### config.mk
export PLATFORM = sky130hd
export DESIGN_NAME = port_array_deserializer
export DESIGN_NICKNAME = d
export VERILOG_FILES = /design/src/rtl/port_array_deserializer.sv
export SDC_FILE = /design/constraint.sdc
export NUM_CORES = 1
export LEC_CHECK = 0
export BUFFER_PORTS_ARGS = -buffer_cell sky130_fd_sc_hd__clkbuf_2
export CAP_MARGIN = 20
export CORE_MARGIN = 5
export CORE_UTILIZATION = 50
export DETAILED_ROUTE_END_ITERATION = 12
export PLACE_DENSITY = 0.81
export SYNTH_ARGS = -nofsm -noshare
export SYNTH_HDL_FRONTEND = slang
export SYNTH_SLANG_ARGS = --single-unit
### constraint.sdc
create_clock -name clk -period 2.5 [get_ports clk]
set_clock_uncertainty 0.2 [all_clocks]
set_input_delay 0.5 -clock clk [delete_from_list [all_inputs] [get_ports clk]]
set_output_delay 0.5 -clock clk [all_outputs]
set_load 0.01 [all_outputs]
### src/rtl/port_array_deserializer.sv
// Purpose: assemble nports serial nbits elements into one flattened port array on a val/rdy output.
// Latency: out_val rises the cycle after the last element is accepted; back-to-back arrays are bubble-free.
// Backpressure: while a full array waits, in_rdy follows out_rdy combinationally, so the input stalls with the output.
module port_array_deserializer #(
    parameter int nports = 2,
    parameter int nbits  = 32
) (
    input  logic                      clk,
    input  logic                      reset_n,
    input  logic [nbits-1:0]          in_msg,
    input  logic                      in_val,
    output logic                      in_rdy,
    output logic [nports*nbits-1:0]   out_msg,
    output logic                      out_val,
    input  logic                      out_rdy
);

    localparam int            iw       = (nports > 1) ? $clog2(nports) : 1;
    localparam logic [iw-1:0] last_idx = iw'(nports - 1);

    typedef enum logic {
        FILL = 1'b0,
        FULL = 1'b1
    } state_t;

    state_t                    state;
    state_t                    state_nxt;
    logic [iw-1:0]             idx;
    logic [nports*nbits-1:0]   slots;
    logic                      in_fire;
    logic                      out_fire;
    logic                      last;

    assign in_fire  = in_val & in_rdy;
    assign out_fire = out_val & out_rdy;
    // idx is always 0 in FULL, so an input accepted in FULL naturally lands in slot 0.
    assign last     = (idx == last_idx);
    assign out_msg  = slots;

    // State register.
    always_ff @(posedge clk or negedge reset_n) begin
        if (!reset_n) begin
            state <= FILL;
        end else begin
            state <= state_nxt;
        end
    end

    // Next state: FULL once the last slot is written; leave FULL on out fire unless a new array completes in the same cycle.
    always_comb begin
        state_nxt = state;
        case (state)
            FILL: begin
                if (in_fire && last) begin
                    state_nxt = FULL;
                end
            end
            FULL: begin
                if (out_fire) begin
                    state_nxt = (in_fire && last) ? FULL : FILL;
                end
            end
            default: state_nxt = FILL;
        endcase
    end

    // Outputs: always ready while filling; while full, accept only when the held array leaves.
    always_comb begin
        in_rdy  = 1'b1;
        out_val = 1'b0;
        if (state == FULL) begin
            in_rdy  = out_rdy;
            out_val = 1'b1;
        end
    end

    // Element counter, wraps to 0 after the last slot.
    always_ff @(posedge clk or negedge reset_n) begin
        if (!reset_n) begin
            idx <= '0;
        end else if (in_fire) begin
            idx <= last ? '0 : idx + iw'(1);
        end
    end

    // Slot storage; untouched slots keep stale data, hidden because out_val is low in FILL.
    always_ff @(posedge clk or negedge reset_n) begin
        if (!reset_n) begin
            slots <= '0;
        end else begin
            for (int i = 0; i < nports; i++) begin
                if (in_fire && (idx == iw'(i))) begin
                    slots[i*nbits +: nbits] <= in_msg;
                end
            end
        end
    end

endmodule
==> impl_metrics.yaml, run 1 <==
clocking:
  path_clk_slew_ps: 70
  htreeDepth: 3
  cts.repair.resized: 0
  cts_tree: "done"
  insertion_delay_ps: 320
  cts_buffers: 9
  root_buffer: "clkbuf_8"
  postCtsSetupBuffers: 0
  cts.sinks: 66
  cts_buffer_depth: 2
yosys:
  synth_top_family_by_area: "multiplexers"
  ys_ff_latch: 66
  synth-simple-area-share: 0.0189
  synthXorXnorAreaFrac: 0.00331
  synthMuxAreaShare: 0.315
  synth_cell_types: 10
  synthTopCellsByArea: "dfrtp_1, mux2_4, mux2_2"
  post_synth_instance_area_um2: 2650
  synth_flop_cell: "dfrtp_1"
  ys_seq_area_frac: 0.624
  yosys-top-cells-count: "dfrtp_1, mux2_2, mux2_4, buf_6"
  syn_nets: 180
  avgSynthCellArea_um2: 18.4
  synth_adder_area_share: 0
  synthArstFlopShare: 1.00
  synth.largest_area_cell: "dfrtp_1"
  postSynthCellCount: 144
  synth_most_common_cell: "dfrtp_1"
  yosysWarnings: 0
  yosysTopAreaCellShare: 0.624
  synth_edf_count: 0
  synth_compound_area_frac: 0
timing:
  hold_viol: 0
  final.setup.tns_ps: 0
  relSlewSlack: 0.552
  timing.hold.ws_ps: 212
  fin_crit_ps: 1670
  setup_viol: 0
  maxSlewViolCount: 0
  tightest_slew_ps: 673
  fmax_mhz: 597
  rsz0062_at_grt: "no"
  finalCritPeriodShare: 0.670
global_route:
  grt_usage: 0.174
  grt_max_degree: 33
  overflow: 0
  grt_pass1_vias: 1747
  antenna_found_initial: 0
  grt_pass1_wl_mm: 8.76
drt:
  drt_iter0_drc: 27
  routed_wl_mm: 5.39
  drt_first_pass_iters: 4
  wl_met3_um: 471
  vias: 1598
  met1_length_mm: 2.31
  highest_layer: "met4"
  antenna_left: 0
  drc: 0
  post_drt_via_cell_ratio: 4.84
  wl_met2_mm: 2.53
  avgRoutedWirePerCell_um: 16.3
floorplan:
  ioPinCount: 102
  core_um2: 5140
  start_util: 0.515
  die_w_um: 82.8
  die_area_um2: 6850
  die-height_um: 82.8
  rows: 26
placed_design:
  port-buffer-count: 101
  gp_congestion: 0.755
  hpwl_mm: 4.13
flow_run:
  cap_violations: 0
finish:
  drive_above_1_share: 0.727
  area_delta_synth_final_pct: 28.2
  antennaDiodeCount: 0
  utilization: 0.661
  num-nets-final: 292
critical_path:
  cp-start-kind: "flip-flop"
  arrival_ps: 1680
  crit_fanout: 18
  rrSetupSlack_ps: 830
  endpoint_kind: "flip-flop"
  criticalPathCategory: "flip-flop to flip-flop"
  cp_data_required_time_ps: 2510
run_status:
  status: "finished clean"
power_and_ir_drop:
  p_per_area_nw_per_um2: 1380
  p_leak_uw: 0.00173
  vdd_drop_max_v: 0.000744
min_path:
  hold_class: "primary input to flip-flop"
[per-layer routing]
metal / vias to the layer above / track usage
met4: 0 / 0.0637
met2: 65 / 0.273
met5: - / 0
li1: 728 / -
met1: 796 / 0.220
met3: 9 / 0.0648
[per-stage QoR]
step	worst slack (ps)	power, µW	instance area [µm²]	std cells
floorplan	837	3120	2650	144
global placement	639	3780	3190	314
detailed placement	601	3860	3190	314
CTS	802	4740	3400	330
global route	772	4970	3400	330
finish	825	4670	3400	330
[path summary, 6_finish.rpt]
| kind | start | to | depth (start not counted) |
|---|---|---|---|
| worst min-delay path | in_msg[29] | out_msg[61]$_DFFE_PN0P_ | 2 |
| worst max register to register | state$_DFF_PN0_ | out_msg[32]$_DFFE_PN0P_ | 4 |
| worst min register to register | idx$_DFFE_PN0N_ | idx$_DFFE_PN0N_ | 1 |
| min in group asynchronous | reset_n | out_msg[61]$_DFFE_PN0P_ | 2 |
| worst max-delay path | state$_DFF_PN0_ | out_msg[32]$_DFFE_PN0P_ | 4 |
| max in group asynchronous | reset_n | out_msg[49]$_DFFE_PN0P_ | 3 |
[layout make-up]
type / count / area (µm²)
clock buffer: 10 / 138
clock inverter: 5 / 55.1
fill: 406 / 1740
multi-input combinational: 71 / 892
sequential: 66 / 1650
tap: 70 / 87.6
timing repair buffer: 108 / 573
[cells by family (layout without fill, tap and decap cells)]
kind of cell / after synthesis / in the layout
xor+xnor: 1 / 1
buf+inv: 7 / 123
flops: 66 / 66
mux: 64 / 64
simple gates: 6 / 6
[flip-flops by register name, summed over array words and instances, names as in the netlist]
name	flops
idx	1
out_msg	64
state	1
[placed cells by master (no fill, tap or decap), drive strengths merged]
| cell | netlist | routed |
|---|---|---|
| clkbuf | 0 | 111 |
| dfrtp | 66 | 66 |
| mux2 | 64 | 64 |
| buf | 7 | 6 |
| nand2 | 3 | 3 |
| clkinvlp | 0 | 2 |
| clkinv | 0 | 2 |
| nand2b | 1 | 1 |
| nand3b | 1 | 1 |
| nor2b | 1 | 1 |
| xnor2 | 1 | 1 |
| bufinv | 0 | 1 |
| dlygate4sd3 | 0 | 1 |
[worst max-delay path, stage by stage, from the launching register on]
cell      delay [ps]
dfrtp_1          410
nand2b_4         100
nor2b_4          140
buf_4            320
mux2_2           370
[what timing repair did]
item                                    CTS  global route
hold endpoints to repair                  6             0
hold buffers                              1             0
endpoints found under the setup margin    0             0
[report_power, final]
group | switching [µW] | internal, µW
Sequential | 310 | 1620
Combinational | 822 | 1060
Clock | 382 | 478
Total | 1510 | 3160
Note: power is estimated with default switching activity, not from simulation.
==> run 2: changes to the inputs <==
CORE_UTILIZATION = 44   (was 50)
PLACE_DENSITY = 0.76   (was 0.81)
clock period = 1.52 ns   (was 2.5 ns; I/O delays follow)
==> impl_metrics.yaml, run 2 (synthesis gave the netlist of run 1 again) <==
finish:
  final_common_cell: "clkbuf_2"
  postLayoutCellArea_um2: 3550
  largest_reg_flops: 64
  antennaDiodeCount: 0
  drive_above_1_share: 0.709
  final_cell_mix: "clkbuf_2, dfrtp_1, mux2_2, mux2_4, clkbuf_8"
  utilization: 0.603
  area_delta_synth_final_pct: 34.1
  nFillCells: 472
  num-nets-final: 299
critical_path:
  r2r-end: "out_msg[44]$_DFFE_PN0P_"
  cp_data_required_time_ps: 1530
  crit_fanout: 16
  endpoint_kind: "flip-flop"
  arrival_ps: 1560
  reg2reg_depth: 4
  r2r_start: "state$_DFF_PN0_"
  criticalPathCategory: "flip-flop to flip-flop"
  rrSetupSlack_ps: -30
  cp-start-kind: "flip-flop"
  critPathLaunch: "state$_DFF_PN0_"
drt:
  drt_iter0_drc: 16
  highest_layer: "met4"
  drc: 0
  vias: 1595
  drt_first_pass_iters: 6
  met1_length_mm: 2.27
  wl_met2_mm: 2.61
  antenna_left: 0
  routed_wl_mm: 5.32
  wl_met3_um: 350
  avgRoutedWirePerCell_um: 15.5
  post_drt_via_cell_ratio: 4.65
clocking:
  cts_buffer_depth: 2
  cts_tree: "done"
  insertion_delay_ps: 320
  root_buffer: "clkbuf_8"
  cts_buffers: 9
  cts.sinks: 66
  htreeDepth: 3
  postCtsSetupBuffers: 0
  path_clk_slew_ps: 80
min_path:
  worstHoldEndpoint: "out_msg[20]$_DFFE_PN0P_"
  min_from: "in_msg[20]"
  hold_depth: 2
  hold_class: "primary input to flip-flop"
power_and_ir_drop:
  p_int_uw: 5370
  comb_power_share: 0.410
  switching_share: 0.321
  vdd_drop_max_v: 0.00107
  p_seq_frac: 0.398
  p_per_area_nw_per_um2: 2230
  power_uw: 7910
  p_sw_uw: 2540
  clkPwrFrac: 0.192
  p_leak_uw: 0.00178
global_route:
  grt_max_degree: 67
  grt_pass1_vias: 1648
  overflow: 0
  antenna_found_initial: 0
  grt_pass1_wl_mm: 8.40
  grt_usage: 0.145
floorplan:
  rows: 28
  die-height_um: 87.6
  die_area_um2: 7670
  start_util: 0.450
  core_um2: 5890
  ioPinCount: 102
  die_w_um: 87.6
placed_design:
  port-buffer-count: 101
  dp_slack_ps: -71.1
  hpwl_mm: 3.79
  placed_area_um2: 3250
  gp_congestion: 0.735
timing:
  setup_viol: 31
  finalCritPeriodShare: 1.02
  maxSlewViolCount: 0
  relSlewSlack: 0.772
  fmax_mhz: 646
  worst_slack_ps: -28.4
  tightest_slew_ps: 342
  fin_crit_ps: 1550
  hold_viol: 0
  rsz0062_at_grt: "yes"
run_status:
  status: "finished with violations"
  failed_checks: "negative setup slack"
flow_run:
  cap_violations: 0
==> run 2: how the worst max path moves through the flow <==
stage | to | slack [ps] | depth (start not counted)
after global routing | out_msg[44]$_DFFE_PN0P_ | -80 | 4
final | out_msg[44]$_DFFE_PN0P_ | -30 | 4
after detailed placement | out_msg[63]$_DFFE_PN0P_ | -70 | 5
after CTS | out_msg[43]$_DFFE_PN0P_ | -30 | 4
after floorplan | out_msg[33]$_DFFE_PN0P_ | -40 | 5
after global placement | out_msg[32]$_DFFE_PN0P_ | -60 | 5
==> run 2: metrics by stage <==
step	hold slack (ps)	instances	setup TNS [ps]
3_3_place_gp	153	319	-1110
2_1_floorplan	-192	144	-1350
3_5_place_dp	155	319	-1640
6_report	21.4	343	-481
4_1_cts	0.432	339	-651
5_1_grt	-0.0527	343	-2220
==> run 2: cell type report <==
class	count	area, µm²	share of cell area
Clock inverter	5	61.3	0.0173
Clock buffer	11	151	0.0426
Tap cell	75	93.8	0.0264
Sequential cell	66	1650	0.465
Multi-Input combinational cell	71	900	0.253
Timing Repair Buffer	115	693	0.195
==> run 2: timing repair <==
item / 4_1_cts / 5_1_grt
endpoints found under the hold margin: 70 / 5
hold buffers: 4 / 4
gates resized for setup: 2 / 1
setup endpoints to repair: 32 / 33
==> run 2: power groups by stage <==
stage,logic (µW),registers [µW],clock network [µW]
floorplan,1580,3550,0
global placement,3190,3150,0
detailed placement,3260,3160,0
CTS,3290,3150,1560
global route,3450,3270,1650
finish,3250,3150,1520
==> run 2: worst max-delay path, stage by stage, from the launching register on <==
cell,delay [ps]
dfrtp_1,410
nand2b_4,100
nor2b_4,200
buf_12,200
mux2_4,310
==> run 2: layer usage <==
layer,global-route usage,vias to the layer above
met5,0,-
met3,0.0423,8
met1,0.184,781
met4,0.0600,0
met2,0.232,62
li1,-,744
